File: src/rtl/bcd2bin_seq.sv
// Sequential BCD-to-binary converter (reverse double-dabble), one result bit per clock.
// Optional macro BCD2BIN_RANGE_CHECK_EN builds the invalid-digit / overflow error flag.
module bcd2bin_seq #(
   parameter int width  = 6,
   parameter int digits = 2
) (
   input  logic                  clk,
   input  logic                  reset,
   input  logic                  start,
   input  logic [digits*4-1:0]   bcd,
   output logic [width-1:0]      bin,
   output logic                  busy,
   output logic                  done,
   output logic                  err
);

   localparam int bcd_width = digits * 4;
   localparam int cnt_w     = $clog2(width + 1);

   typedef enum logic [1:0] {IDLE, SHIFT, DONE} state_t;

   state_t                 state_q, state_d;
   logic [bcd_width-1:0]   sr_bcd_q, sr_bcd_d;
   logic [width-1:0]       sr_bin_q, sr_bin_d;
   logic [cnt_w-1:0]       cnt_q, cnt_d;
   logic [width-1:0]       bin_q, bin_d;
   logic [bcd_width+width-1:0] cat_shr;
   logic [bcd_width-1:0]   shift_bcd;
   logic [width-1:0]       shift_bin;
   logic                   load;

   // Undo the +3 of forward double-dabble: a digit that reads >= 8 after the shift gets -3.
   function automatic logic [bcd_width-1:0] digit_adjust(input logic [bcd_width-1:0] v);
      logic [bcd_width-1:0] r;
      r = v;
      for (int i = 0; i < digits; i++) begin
         if (v[i*4+3]) r[i*4 +: 4] = v[i*4 +: 4] - 4'd3;
      end
      return r;
   endfunction

`ifdef BCD2BIN_RANGE_CHECK_EN
   logic bad_q, bad_d;
   logic err_q, err_d;

   function automatic logic has_bad_digit(input logic [bcd_width-1:0] v);
      logic r;
      r = 1'b0;
      for (int i = 0; i < digits; i++) begin
         if (v[i*4 +: 4] > 4'd9) r = 1'b1;
      end
      return r;
   endfunction
`endif

   always_comb begin
      cat_shr   = {sr_bcd_q, sr_bin_q} >> 1;
      shift_bin = cat_shr[width-1:0];
      shift_bcd = digit_adjust(cat_shr[bcd_width+width-1:width]);
   end

   always_comb begin
      state_d  = state_q;
      sr_bcd_d = sr_bcd_q;
      sr_bin_d = sr_bin_q;
      cnt_d    = cnt_q;
      bin_d    = bin_q;
      load     = 1'b0;
`ifdef BCD2BIN_RANGE_CHECK_EN
      bad_d    = bad_q;
      err_d    = err_q;
`endif
      case (state_q)
         IDLE: begin
            if (start) load = 1'b1;
         end
         SHIFT: begin
            sr_bcd_d = shift_bcd;
            sr_bin_d = shift_bin;
            cnt_d    = cnt_q + cnt_w'(1);
            if (cnt_q == cnt_w'(width - 1)) begin
               bin_d   = shift_bin;
               state_d = DONE;
`ifdef BCD2BIN_RANGE_CHECK_EN
               // Residue left in sr_bcd means the value did not fit in width bits.
               err_d   = bad_q | (shift_bcd != '0);
`endif
            end
         end
         DONE: begin
            if (start) load = 1'b1;
            else       state_d = IDLE;
         end
         default: state_d = IDLE;
      endcase
      if (load) begin
         state_d  = SHIFT;
         sr_bcd_d = bcd;
         sr_bin_d = '0;
         cnt_d    = '0;
`ifdef BCD2BIN_RANGE_CHECK_EN
         bad_d    = has_bad_digit(bcd);
`endif
      end
   end

   always_ff @(posedge clk or posedge reset) begin
      if (reset) begin
         state_q  <= IDLE;
         sr_bcd_q <= '0;
         sr_bin_q <= '0;
         cnt_q    <= '0;
         bin_q    <= '0;
      end else begin
         state_q  <= state_d;
         sr_bcd_q <= sr_bcd_d;
         sr_bin_q <= sr_bin_d;
         cnt_q    <= cnt_d;
         bin_q    <= bin_d;
      end
   end

`ifdef BCD2BIN_RANGE_CHECK_EN
   always_ff @(posedge clk or posedge reset) begin
      if (reset) begin
         bad_q <= 1'b0;
         err_q <= 1'b0;
      end else begin
         bad_q <= bad_d;
         err_q <= err_d;
      end
   end

   assign err = err_q;
`else
   assign err = 1'b0;
`endif

   assign bin  = bin_q;
   assign busy = (state_q == SHIFT);
   assign done = (state_q == DONE);

endmodule
File: config.mk
export PLATFORM = sky130hd
export DESIGN_NAME = bcd2bin_seq
export DESIGN_NICKNAME = d
export VERILOG_FILES = /design/src/rtl/bcd2bin_seq.sv
export SDC_FILE = /design/constraint.sdc
export NUM_CORES = 1
export LEC_CHECK = 0
export CAP_MARGIN = 20
export CORE_MARGIN = 2
export CORE_UTILIZATION = 51
export CTS_BUF_LIST = sky130_fd_sc_hd__clkbuf_8
export DETAILED_ROUTE_END_ITERATION = 8
export HOLD_SLACK_MARGIN = 0.12
export PLACE_DENSITY = 0.78
export SYNTH_ARGS = -nofsm -noshare
export SYNTH_HDL_FRONTEND = slang
export SYNTH_SLANG_ARGS = --single-unit
File: constraint.sdc
create_clock -name clk -period 3.3 [get_ports clk]
set_input_delay 0.66 -clock clk [delete_from_list [all_inputs] [get_ports clk]]
set_output_delay 0.66 -clock clk [all_outputs]
set_load 0.03 [all_outputs]
==> implementation parameters <==
Parameter                              Value

Status
  Status    complete, no violations

Routing
  Violation count after the first detailed-routing iteration    16
  Antenna violation net count after detailed routing    0
  Routed vias    746
  Number of detailed-routing iterations run before antenna repair    4
  Total DRC errors in the routed layout    0
  Drt wl/cell    14.6 um
  Via density per instance    5.45
  Detailed-route wire length    2.01 mm

Yosys
  Syn Nets    106
  Unique masters post-synth    30
  Share of the yosys chip area belonging to registers    0.546
  Yosys warning total    0
  Mapped Avg Cell Area    12.0 um2
  Flop and latch count out of synthesis    24
  Cells after synthesis    92
  Post-synthesis async set-or-reset flop share    1.00
  Number of enable-type register cells in the synthesized netlist    0
  Cell area after synthesis    0.00110 mm2
  Most common flop cell mapped by yosys    sky130_fd_sc_hd__dfrtp_1

Setup path
  Arrival time at the worst endpoint    1.94 ns
  CP endpoint kind    primary output
  Depth of the worst register-to-register path    4
  Largest fanout on the critical path    17
  Critical-path cell list    nand2b_1, clkinv_4, clkdlybuf4s50_1
  Minimum setup slack among reg-to-reg paths    1.63 ns
  Launch instance of the worst register-to-register path    state_q[0]$_DFFE_PP0P_
  Type of the worst setup path    register to primary output
  Crit path from    state_q[0]$_DFFE_PP0P_
  Worst R2R End    bin[4]$_DFFE_PP0P_
  Peak per-stage delay on the critical path    0.65 ns
  Startpoint class of the critical path    register
  Highest-delay cell along the critical path    sky130_fd_sc_hd__clkdlybuf4s50_1
  Required time reported for the critical path endpoint    2.64 ns

Global route
  Antenna violations before repair    0
  Largest net degree at the start of global routing    25
  Total overflow reported by the global router    0
  First-pass GRT wire length    3.37 mm
  Via count of the first global-routing pass    745
  Total Routing Usage GR    0.179

STA
  Clock period minus final worst setup slack    2.60 ns
  Remaining max-slew budget at the tightest pin    0.401
  Hold Worst Slack    0.513 ns
  Highest achievable clock rate    385 MHz
  Unrepaired setup endpoints after global routing    false
  Transition time of the tightest slew-check pin    0.898 ns
  Final setup TNS    0 ns
  Number of pins exceeding their max-slew limit in the final report    0
  Post-route fraction of the period consumed by the critical path    0.787
  Setup skew after layout    0.00189 ns
  Final number of setup-violating endpoints    0
  Final count of hold timing violations    0

Finish
  Fraction of layout instances using a drive strength above 1    0.127
  Area occupied by registers    601 um2
  Final net count    125
  Final core utilization    0.678
  Relative area change from synthesis to final layout    23.3%
  Layout Cell Area excl Fill    0.00136 mm2
  Area of the multi-input gates    443 um2
  Fill count    152
  Diode count    0

Clock network
  Root buffer cell    sky130_fd_sc_hd__clkbuf_8
  Post-CTS Repair Setup Buffers    0
  Hold-fix buffer count after cts    0
  Bufs on Longest Clock Path    2
  Clock-pin transition on the worst setup and hold timing paths    0.09 ns
  Number of resized instances in the post-cts repair step    0
  TritonCTS Buffers    3
  TritonCTS clock tree    done
  Clock latency reported for the late side of the worst-skew pair    0.27 ns
  Number of H-tree levels    1
  Number of clock sinks    24

Worst hold path
  Worst hold path cell count    1
  Origin of the worst min-delay path    bin[0]$_DFFE_PP0P_
  Path category of the worst min-delay check    register to register
  Hold path endpoint    bin[0]$_DFFE_PP0P_

Die
  Initial standard-cell utilization of the core    0.549
  Std-Cell Core Area    0.00200 mm2
  IO Count    20
  Full die area    0.00254 mm2
  Horiz. Die Dim    50.4 um
  FP Rows    16
  Die Span Y    50.4 um

Placed design
  HPWL after detailed placement    1.39 mm
  Final weighted congestion in routability-driven placement    0.730
  Count of buffers from port buffering    18
  Total cell area at the placement stage    0.00128 mm2

Power
  Power per cell area    1020 mW/mm2
  Leakage power figure    0.637 nW
  Maximum ir drop on the vdd rail    0.599 mV
  Pwr Total    1.39 mW

Flow run
  Max-Cap Viols    0
-- sequential cells by signal, indices dropped and copies added (netlist names) --
signal	count
bin	6
state_q	2
sr_bcd_q	8
sr_bin_q	5
cnt_q	3
-- critical path, delay by kind of cell (launching register included) --
kind | cells | cell delay [ns]
buffers and inverters | 2 | 0.89
AND/OR/NAND/NOR | 1 | 0.36
flip-flops | 1 | 0.42
-- Yosys cell counts (2+ instances only) --
cell type / n / area, um2
sky130_fd_sc_hd__inv_1: 3 / 11.3
sky130_fd_sc_hd__nand2_1: 9 / 33.8
sky130_fd_sc_hd__ha_1: 3 / 37.5
sky130_fd_sc_hd__dfrtp_1: 24 / 601
sky130_fd_sc_hd__nor2_1: 3 / 11.3
sky130_fd_sc_hd__buf_2: 2 / 10.0
sky130_fd_sc_hd__xor2_1: 2 / 17.5
sky130_fd_sc_hd__buf_4: 2 / 15.0
sky130_fd_sc_hd__o21ai_0: 6 / 30.0
sky130_fd_sc_hd__nand2b_1: 3 / 18.8
sky130_fd_sc_hd__a22oi_1: 2 / 15.0
sky130_fd_sc_hd__a22o_1: 6 / 52.6
sky130_fd_sc_hd__mux2_4: 6 / 90.1
sky130_fd_sc_hd__nand3_1: 4 / 20.0
sky130_fd_sc_hd__nor2b_1: 2 / 12.5
-- layout make-up --
class,count,share of cell area
sequential,24,0.443
multi-input combinational,59,0.327
timing repair buffer,19,0.138
clock buffer,3,0.0304
tap,27,0.0249
clock inverter,1,0.0221
inverter,4,0.0148
-- cells in the final DEF (no fill, tap or decap), types with 4 or more instances in the layout --
master                             n
sky130_fd_sc_hd__clkdlybuf4s50_1  18
sky130_fd_sc_hd__nand3_1           4
sky130_fd_sc_hd__dfrtp_1          24
sky130_fd_sc_hd__mux2_4            6
sky130_fd_sc_hd__a22o_1            6
sky130_fd_sc_hd__nand2_1           9
sky130_fd_sc_hd__o21ai_0           6
-- per-layer routing --
| layer | part of all wire | vias up | global-route usage |
|---|---|---|---|
| li1 | - | 351 | - |
| met1 | 0.48 | 375 | 0.242 |
| met2 | 0.47 | 16 | 0.279 |
| met3 | 0.035 | 4 | 0.0327 |
| met4 | 0.014 | 0 | 0.0856 |
| met5 | 0 | - | 0 |
-- report_power, final --
group	internal (mW)	switching, mW	total, mW
sequential	0.426	0.110	0.536
clock	0.162	0.0960	0.258
combinational	0.279	0.313	0.592
-- cells by family after synthesis --
family                   after synthesis  synth area share
adder cells (fa/ha/maj)                3            0.0341
XOR/XNOR                               3            0.0239
multiplexers                           6            0.0819
buffers and inverters                  9            0.0512
other                                  1           0.00341
AO/OA/AOI/OAI                         19             0.125
flip-flops                            24             0.546
AND/OR/NAND/NOR                       27             0.134
-- through the flow --
step	instances	setup WS [ns]
floorplan	92	1.75
global placement	133	1.05
detailed placement	133	1.02
CTS	137	0.716
global route	137	0.616
finish	137	0.703
-- how the worst max path moves through the flow --
stage / to / slack (ns) / cells past startpoint
global placement: busy / 1.05 / 3
detailed placement: busy / 1.02 / 3
floorplan: busy / 1.75 / 4
finish: busy / 0.70 / 3
CTS: busy / 0.72 / 3
global route: busy / 0.62 / 3
Note: power is estimated with default switching activity, not from simulation.
